$ cat config.mk
export PLATFORM = sky130hd
export DESIGN_NAME = csr_access_arbiter_flat
export DESIGN_NICKNAME = d
export VERILOG_FILES = /design/src/rtl/csr_access_arbiter_if.sv /design/src/rtl/csr_access_arbiter.sv /design/src/flat_wrapper.sv
export SDC_FILE = /design/constraint.sdc
export NUM_CORES = 1
export LEC_CHECK = 0
export CELL_PAD_IN_SITES_DETAIL_PLACEMENT = 0
export CELL_PAD_IN_SITES_GLOBAL_PLACEMENT = 1
export CORE_ASPECT_RATIO = 0.5
export CORE_MARGIN = 1
export CORE_UTILIZATION = 32
export DETAILED_ROUTE_END_ITERATION = 8
export PLACE_DENSITY_LB_ADDON = 0.3
export SETUP_SLACK_MARGIN = 0.02
export SYNTH_ARGS = -nofsm -noshare
export SYNTH_HDL_FRONTEND = slang
export SYNTH_SLANG_ARGS = --single-unit
$ cat constraint.sdc
create_clock -name clk -period 4.9 [get_ports clk]
set_input_delay 0.49 -clock clk [delete_from_list [all_inputs] [get_ports clk]]
set_output_delay 0.49 -clock clk [all_outputs]
set_load 0.01 [all_outputs]
$ cat src/rtl/csr_access_arbiter_if.sv
// Bundle of the core/debug request ports and the shared CSR bus.
// slave is the arbiter's view; master is the requester/bus-model view.
interface csr_access_arbiter_if;
   logic        coreRequest;
   logic [1:0]  coreOp;
   logic [11:0] coreAddress;
   logic [31:0] coreWriteData;
   logic        coreAck;
   logic [31:0] coreReadData;
   logic        coreError;

   logic        debugRequest;
   logic [1:0]  debugOp;
   logic [11:0] debugAddress;
   logic [31:0] debugWriteData;
   logic        debugAck;
   logic [31:0] debugReadData;
   logic        debugError;

   logic        csrReadEnable;
   logic        csrWriteEnable;
   logic [11:0] csrAddress;
   logic [31:0] csrWriteData;
   logic [31:0] csrReadData;
   logic        busy;

   modport slave (
      input  coreRequest, coreOp, coreAddress, coreWriteData,
      output coreAck, coreReadData, coreError,
      input  debugRequest, debugOp, debugAddress, debugWriteData,
      output debugAck, debugReadData, debugError,
      output csrReadEnable, csrWriteEnable, csrAddress, csrWriteData,
      input  csrReadData,
      output busy
   );

   modport master (
      output coreRequest, coreOp, coreAddress, coreWriteData,
      input  coreAck, coreReadData, coreError,
      output debugRequest, debugOp, debugAddress, debugWriteData,
      input  debugAck, debugReadData, debugError,
      input  csrReadEnable, csrWriteEnable, csrAddress, csrWriteData,
      output csrReadData,
      input  busy
   );
endinterface

$ cat src/rtl/csr_access_arbiter.sv
// Round-robin core/debug arbiter doing read -> modify -> optional write on the CSR bus.
// Ack 3 cycles after grant (4 with a write); requests are held until Ack, sampled only in IDLE.
module csr_access_arbiter (
   input  logic clk,
   input  logic rst,
   csr_access_arbiter_if.slave csr_if
);
   typedef enum logic [2:0] {IDLE, READ, WAIT, WRITE, RESP} state_t;

   localparam logic       PORT_CORE  = 1'b0;
   localparam logic       PORT_DEBUG = 1'b1;
   localparam logic [1:0] OP_RW      = 2'b01;
   localparam logic [1:0] OP_RS      = 2'b10;
   localparam logic [1:0] OP_RC      = 2'b11;

   state_t      r_state;
   state_t      w_next_state;
   logic        r_grant;
   logic        r_last_grant;
   logic [1:0]  r_op;
   logic [11:0] r_addr;
   logic [31:0] r_operand;
   logic [31:0] r_old_value;
   logic [31:0] r_new_value;
   logic        r_illegal;

   logic        w_tie;
   logic        w_grant_vld;
   logic        w_grant_sel;
   logic [31:0] w_new_value;
   logic        w_write_needed;
   logic        w_illegal;

   always_comb begin
      w_tie          = csr_if.coreRequest & csr_if.debugRequest;
      w_grant_vld    = csr_if.coreRequest | csr_if.debugRequest;
      w_grant_sel    = w_tie ? ~r_last_grant : csr_if.debugRequest;
      // csrReadData is only meaningful here while in WAIT
      case (r_op)
         OP_RW:   w_new_value = r_operand;
         OP_RS:   w_new_value = csr_if.csrReadData | r_operand;
         OP_RC:   w_new_value = csr_if.csrReadData & ~r_operand;
         default: w_new_value = csr_if.csrReadData;
      endcase
      w_write_needed = (r_op == OP_RW) || (((r_op == OP_RS) || (r_op == OP_RC)) && (r_operand != 32'd0));
      w_illegal      = w_write_needed && (r_addr[11:10] == 2'b11);

      w_next_state = r_state;
      case (r_state)
         IDLE:    if (w_grant_vld) w_next_state = READ;
         READ:    w_next_state = WAIT;
         WAIT:    w_next_state = (w_write_needed && !w_illegal) ? WRITE : RESP;
         WRITE:   w_next_state = RESP;
         RESP:    w_next_state = IDLE;
         default: w_next_state = IDLE;
      endcase
   end

   always_ff @(posedge clk or posedge rst) begin
      if (rst) begin
         r_state      <= IDLE;
         r_grant      <= PORT_CORE;
         r_last_grant <= PORT_DEBUG;
         r_op         <= 2'b00;
         r_addr       <= 12'd0;
         r_operand    <= 32'd0;
         r_old_value  <= 32'd0;
         r_new_value  <= 32'd0;
         r_illegal    <= 1'b0;
      end else begin
         r_state <= w_next_state;
         if ((r_state == IDLE) && w_grant_vld) begin
            r_grant   <= w_grant_sel;
            r_op      <= w_grant_sel ? csr_if.debugOp        : csr_if.coreOp;
            r_addr    <= w_grant_sel ? csr_if.debugAddress   : csr_if.coreAddress;
            r_operand <= w_grant_sel ? csr_if.debugWriteData : csr_if.coreWriteData;
            // Round-robin pointer only moves when a tie is actually resolved
            if (w_tie) r_last_grant <= w_grant_sel;
         end
         if (r_state == WAIT) begin
            r_old_value <= csr_if.csrReadData;
            r_new_value <= w_new_value;
            r_illegal   <= w_illegal;
         end
      end
   end

   // Decoded from r_state so an async reset drops every strobe at once
   always_comb begin
      csr_if.csrReadEnable  = (r_state == READ);
      csr_if.csrWriteEnable = (r_state == WRITE);
      csr_if.csrAddress     = ((r_state == READ) || (r_state == WRITE)) ? r_addr : 12'd0;
      csr_if.csrWriteData   = (r_state == WRITE) ? r_new_value : 32'd0;
      csr_if.busy           = (r_state != IDLE);
      csr_if.coreAck        = (r_state == RESP) && (r_grant == PORT_CORE);
      csr_if.debugAck       = (r_state == RESP) && (r_grant == PORT_DEBUG);
      csr_if.coreReadData   = csr_if.coreAck  ? r_old_value : 32'd0;
      csr_if.coreError      = csr_if.coreAck  ? r_illegal   : 1'b0;
      csr_if.debugReadData  = csr_if.debugAck ? r_old_value : 32'd0;
      csr_if.debugError     = csr_if.debugAck ? r_illegal   : 1'b0;
   end
endmodule

$ cat src/flat_wrapper.sv
// flat-port wrapper written by rule: the top's interface ports become plain ports
module csr_access_arbiter_flat 
  (clk, rst, csr_if_coreRequest, csr_if_coreOp, csr_if_coreAddress, csr_if_coreWriteData, csr_if_coreAck, csr_if_coreReadData, csr_if_coreError, csr_if_debugRequest, csr_if_debugOp, csr_if_debugAddress, csr_if_debugWriteData, csr_if_debugAck, csr_if_debugReadData, csr_if_debugError, csr_if_csrReadEnable, csr_if_csrWriteEnable, csr_if_csrAddress, csr_if_csrWriteData, csr_if_csrReadData, csr_if_busy);
  csr_access_arbiter_if csr_if_i ();
  input  logic clk;
  input  logic rst;
  input wire logic [$bits(csr_if_i.coreRequest)-1:0] csr_if_coreRequest;
  input wire logic [$bits(csr_if_i.coreOp)-1:0] csr_if_coreOp;
  input wire logic [$bits(csr_if_i.coreAddress)-1:0] csr_if_coreAddress;
  input wire logic [$bits(csr_if_i.coreWriteData)-1:0] csr_if_coreWriteData;
  output wire logic [$bits(csr_if_i.coreAck)-1:0] csr_if_coreAck;
  output wire logic [$bits(csr_if_i.coreReadData)-1:0] csr_if_coreReadData;
  output wire logic [$bits(csr_if_i.coreError)-1:0] csr_if_coreError;
  input wire logic [$bits(csr_if_i.debugRequest)-1:0] csr_if_debugRequest;
  input wire logic [$bits(csr_if_i.debugOp)-1:0] csr_if_debugOp;
  input wire logic [$bits(csr_if_i.debugAddress)-1:0] csr_if_debugAddress;
  input wire logic [$bits(csr_if_i.debugWriteData)-1:0] csr_if_debugWriteData;
  output wire logic [$bits(csr_if_i.debugAck)-1:0] csr_if_debugAck;
  output wire logic [$bits(csr_if_i.debugReadData)-1:0] csr_if_debugReadData;
  output wire logic [$bits(csr_if_i.debugError)-1:0] csr_if_debugError;
  output wire logic [$bits(csr_if_i.csrReadEnable)-1:0] csr_if_csrReadEnable;
  output wire logic [$bits(csr_if_i.csrWriteEnable)-1:0] csr_if_csrWriteEnable;
  output wire logic [$bits(csr_if_i.csrAddress)-1:0] csr_if_csrAddress;
  output wire logic [$bits(csr_if_i.csrWriteData)-1:0] csr_if_csrWriteData;
  input wire logic [$bits(csr_if_i.csrReadData)-1:0] csr_if_csrReadData;
  output wire logic [$bits(csr_if_i.busy)-1:0] csr_if_busy;
  assign csr_if_i.coreRequest = csr_if_coreRequest;
  assign csr_if_i.coreOp = csr_if_coreOp;
  assign csr_if_i.coreAddress = csr_if_coreAddress;
  assign csr_if_i.coreWriteData = csr_if_coreWriteData;
  assign csr_if_coreAck = csr_if_i.coreAck;
  assign csr_if_coreReadData = csr_if_i.coreReadData;
  assign csr_if_coreError = csr_if_i.coreError;
  assign csr_if_i.debugRequest = csr_if_debugRequest;
  assign csr_if_i.debugOp = csr_if_debugOp;
  assign csr_if_i.debugAddress = csr_if_debugAddress;
  assign csr_if_i.debugWriteData = csr_if_debugWriteData;
  assign csr_if_debugAck = csr_if_i.debugAck;
  assign csr_if_debugReadData = csr_if_i.debugReadData;
  assign csr_if_debugError = csr_if_i.debugError;
  assign csr_if_csrReadEnable = csr_if_i.csrReadEnable;
  assign csr_if_csrWriteEnable = csr_if_i.csrWriteEnable;
  assign csr_if_csrAddress = csr_if_i.csrAddress;
  assign csr_if_csrWriteData = csr_if_i.csrWriteData;
  assign csr_if_i.csrReadData = csr_if_csrReadData;
  assign csr_if_busy = csr_if_i.busy;
  csr_access_arbiter u_core (.clk(clk), .rst(rst), .csr_if(csr_if_i));
endmodule
==> results.json <==
{
  "r2r-start": "u_core.r_state[0]",
  "clock_latency_ns": 0.41,
  "p_clk_share_pct": 26.4,
  "die_area_um2": 19880,
  "min_period_over_period_pct": 77.26,
  "netlist.area_leader.share_pct": 46.62,
  "clock_skew_ns": 0.006602,
  "dr.first_iter.drc_count": 286,
  "cts_root_buf": "clkbuf_16",
  "place_congestion": 0.7188,
  "n_antenna_cell": 0,
  "gr-usage-met2_pct": 34.47,
  "r2r_setup_slack_ns": 2.30,
  "r2r-end": "u_core.r_grant",
  "powerDensity_nw_per_um2": 578.6,
  "p_sw_uw": 2068,
  "cts_tree": "built",
  "post-cts-setup-buffers": 0,
  "fp.coreArea_um2": 18660,
  "most-common-layout-cells": "clkdlybuf4s50_1, nand2_1, dfrtp_1",
  "busiest_layer": "met2",
  "multi_input_area_um2": 3037,
  "drt-total-wl_um": 19840,
  "hold_viol": 0,
  "fin_setup_tns_ns": 0,
  "p_leak_uw": 0.004115,
  "sw_frac_of_total_pct": 37.93,
  "synth_fp_nets": 845,
  "regArea_um2": 2904,
  "drive_gt1_share_pct": 5.196,
  "holdWs_ns": 0.4299,
  "detail-route-antenna-nets": 0,
  "grt_pass1_wl_um": 31260,
  "port_buffers": 242,
  "start_kind": "register",
  "fp-row-count": 35,
  "r2r_cells": 4,
  "area_growth_pct": 52.69,
  "cts_hold_buf": 0,
  "dp_hpwl_um": 13520,
  "wl_per_cell_um": 16.50,
  "crit_type": "register to output port",
  "grtUsageTotal_pct": 20.64,
  "cp-end-kind": "output port",
  "cp_max_fo": 34,
  "vias": 5745,
  "synth_cells": 717,
  "die_h_um": 100.2,
  "io_pins": 243,
  "htreeDepth": 4,
  "synth_seq_area_share_pct": 47.05,
  "synth_area_leaders": "dfrtp_1, nand2_1, and2_1",
  "cts.clk_slew.worst_paths_ns": 0.06,
  "final_nets": 1058,
  "combPwrFrac_pct": 39.9,
  "slew_violations": 0,
  "ys_seq_elements": 116,
  "worst_hold_path_type": "input pin to asynchronous set/reset pin",
  "placed_cell_area_um2": 8750,
  "setup_viol": 0,
  "min_period_ns": 3.786,
  "grt_pass1_vias": 5677,
  "setup_slack_ns": 1.114,
  "synth.distinct_cells": 37,
  "first_pass_iters": 5,
  "cts_buffer_depth": 2,
  "peakVddDrop_v": 0.0004452,
  "avgSynthCellArea_um2": 8.608,
  "via_per_inst": 4.780,
  "dp_slack_ns": 1.522,
  "start_util_pct": 33.09,
  "p_int_uw": 3384,
  "met1_usage_pct": 27.61,
  "synth_top_cell_by_area": "dfrtp_1",
  "seqPwrFrac_pct": 33.6,
  "cts_resized": 0,
  "synth_area_um2": 6172,
  "drc_errors": 0,
  "use_met3_pct": 4.267,
  "cp.arrival_ns": 3.30,
  "outcome": "finished, final reports clean",
  "design_area_um2": 9424,
  "clock_sinks": 116,
  "cp.required_ns": 4.41,
  "maxCapViolCount": 0,
  "fmax_mhz": 264.1,
  "overflow": 0,
  "slew_headroom_pct": 19.37,
  "final_common_cell": "clkdlybuf4s50_1",
  "n_fill_cell": 1783,
  "cts_made_buffers": 17,
  "antenna_found_initial": 0,
  "rsz0062_at_grt": "no",
  "fp.dieW_um": 198.4,
  "yosysWarnings": 0,
  "tightest_slew_ns": 1.209,
  "grt_max_degree": 98
}
[synth_stat cells]
cell / n
nand2_1: 164
inv_1: 2
o21bai_1: 1
nor2b_1: 2
buf_4: 7
and4bb_1: 1
a21oi_1: 77
dfrtp_1: 115
clkbuf_1: 24
o221ai_1: 1
nand4_1: 2
o22ai_1: 1
and2b_4: 1
nor3_2: 2
buf_6: 1
nand2b_1: 3
mux2i_1: 46
dfstp_2: 1
o21a_1: 1
o31ai_1: 31
nor3_1: 1
and2_1: 80
a21boi_1: 1
buf_2: 23
xnor2_1: 1
or2_1: 1
o31a_1: 1
and3_1: 32
o21ai_1: 2
nor4b_1: 1
o21ai_0: 31
mux2_1: 1
nor4b_2: 1
nor4_1: 6
nand3_1: 3
mux2_2: 1
nor2_1: 48
[worst max-delay path, stage by stage (launching register included)]
cell and delay (ns):
dfrtp_1 0.60, buf_4 0.34, and4bb_1 1.12, and2_1 0.26, clkdlybuf4s50_1 0.55
[per-layer routing]
layer,wire [um],up-vias
met5,0,-
met2,9523,134
met4,113,0
li1,-,2849
met1,9356,2753
met3,845,9
[kinds of logic (layout without fill, tap and decap cells)]
| logic type | count (synthesis) | in the layout | share of synthesized area, % |
|---|---|---|---|
| AND/OR/NAND/NOR | 348 | 348 | 27.06 |
| AO/OA/AOI/OAI | 147 | 147 | 13.44 |
| flip-flops | 116 | 116 | 47.05 |
| XOR/XNOR | 1 | 1 | 0.1419 |
| buffers and inverters | 57 | 283 | 4.480 |
| multiplexers | 48 | 48 | 7.825 |
[power groups by stage]
stage | registers [uW] | logic (uW) | clock network, uW
final | 1830 | 2180 | 1440
after global routing | 1910 | 2470 | 1510
after CTS | 1830 | 2200 | 1460
after detailed placement | 1850 | 2190 | 0
after global placement | 1830 | 2140 | 0
after floorplan | 1700 | 1490 | 0
[worst max-delay path by stage]
stage	from	depth (start not counted)	slack [ns]	endpoint
CTS	u_core.r_state[0]	4	1.07	csr_if_debugReadData[5]
global placement	u_core.r_state[0]	4	1.55	csr_if_debugReadData[5]
floorplan	rst	1	1.34	u_core.r_addr[0]
detailed placement	u_core.r_state[0]	4	1.52	csr_if_debugReadData[5]
global route	u_core.r_state[0]	4	0.87	csr_if_debugReadData[5]
finish	u_core.r_state[0]	4	1.11	csr_if_debugReadData[5]
[layout make-up]
class	count	share of cell area [%]
clock buffer	22	5.032
clock inverter	10	2.124
inverter	2	0.1062
multi-input combinational	544	32.22
sequential	116	30.82
tap	259	3.439
timing repair buffer	249	26.26
[flip-flops by register name, indices dropped and copies added, names as in the netlist]
signal	cells
u_core.r_old_value	32
u_core.r_last_grant	1
u_core.r_new_value	32
u_core.r_operand	32
u_core.r_illegal	1
u_core.r_addr	12
u_core.r_state	3
u_core.r_op	2
u_core.r_grant	1
[metrics by stage]
stage / utilization [%] / cells / total power (uW)
after floorplan: - / 717 / 3189
after global routing: 50.52 / 1202 / 5892
after CTS: 50.52 / 1202 / 5495
after detailed placement: 46.90 / 1170 / 4040
final: 50.52 / 1202 / 5452
after global placement: 46.90 / 1170 / 3970
Note: power is estimated with default switching activity, not from simulation.
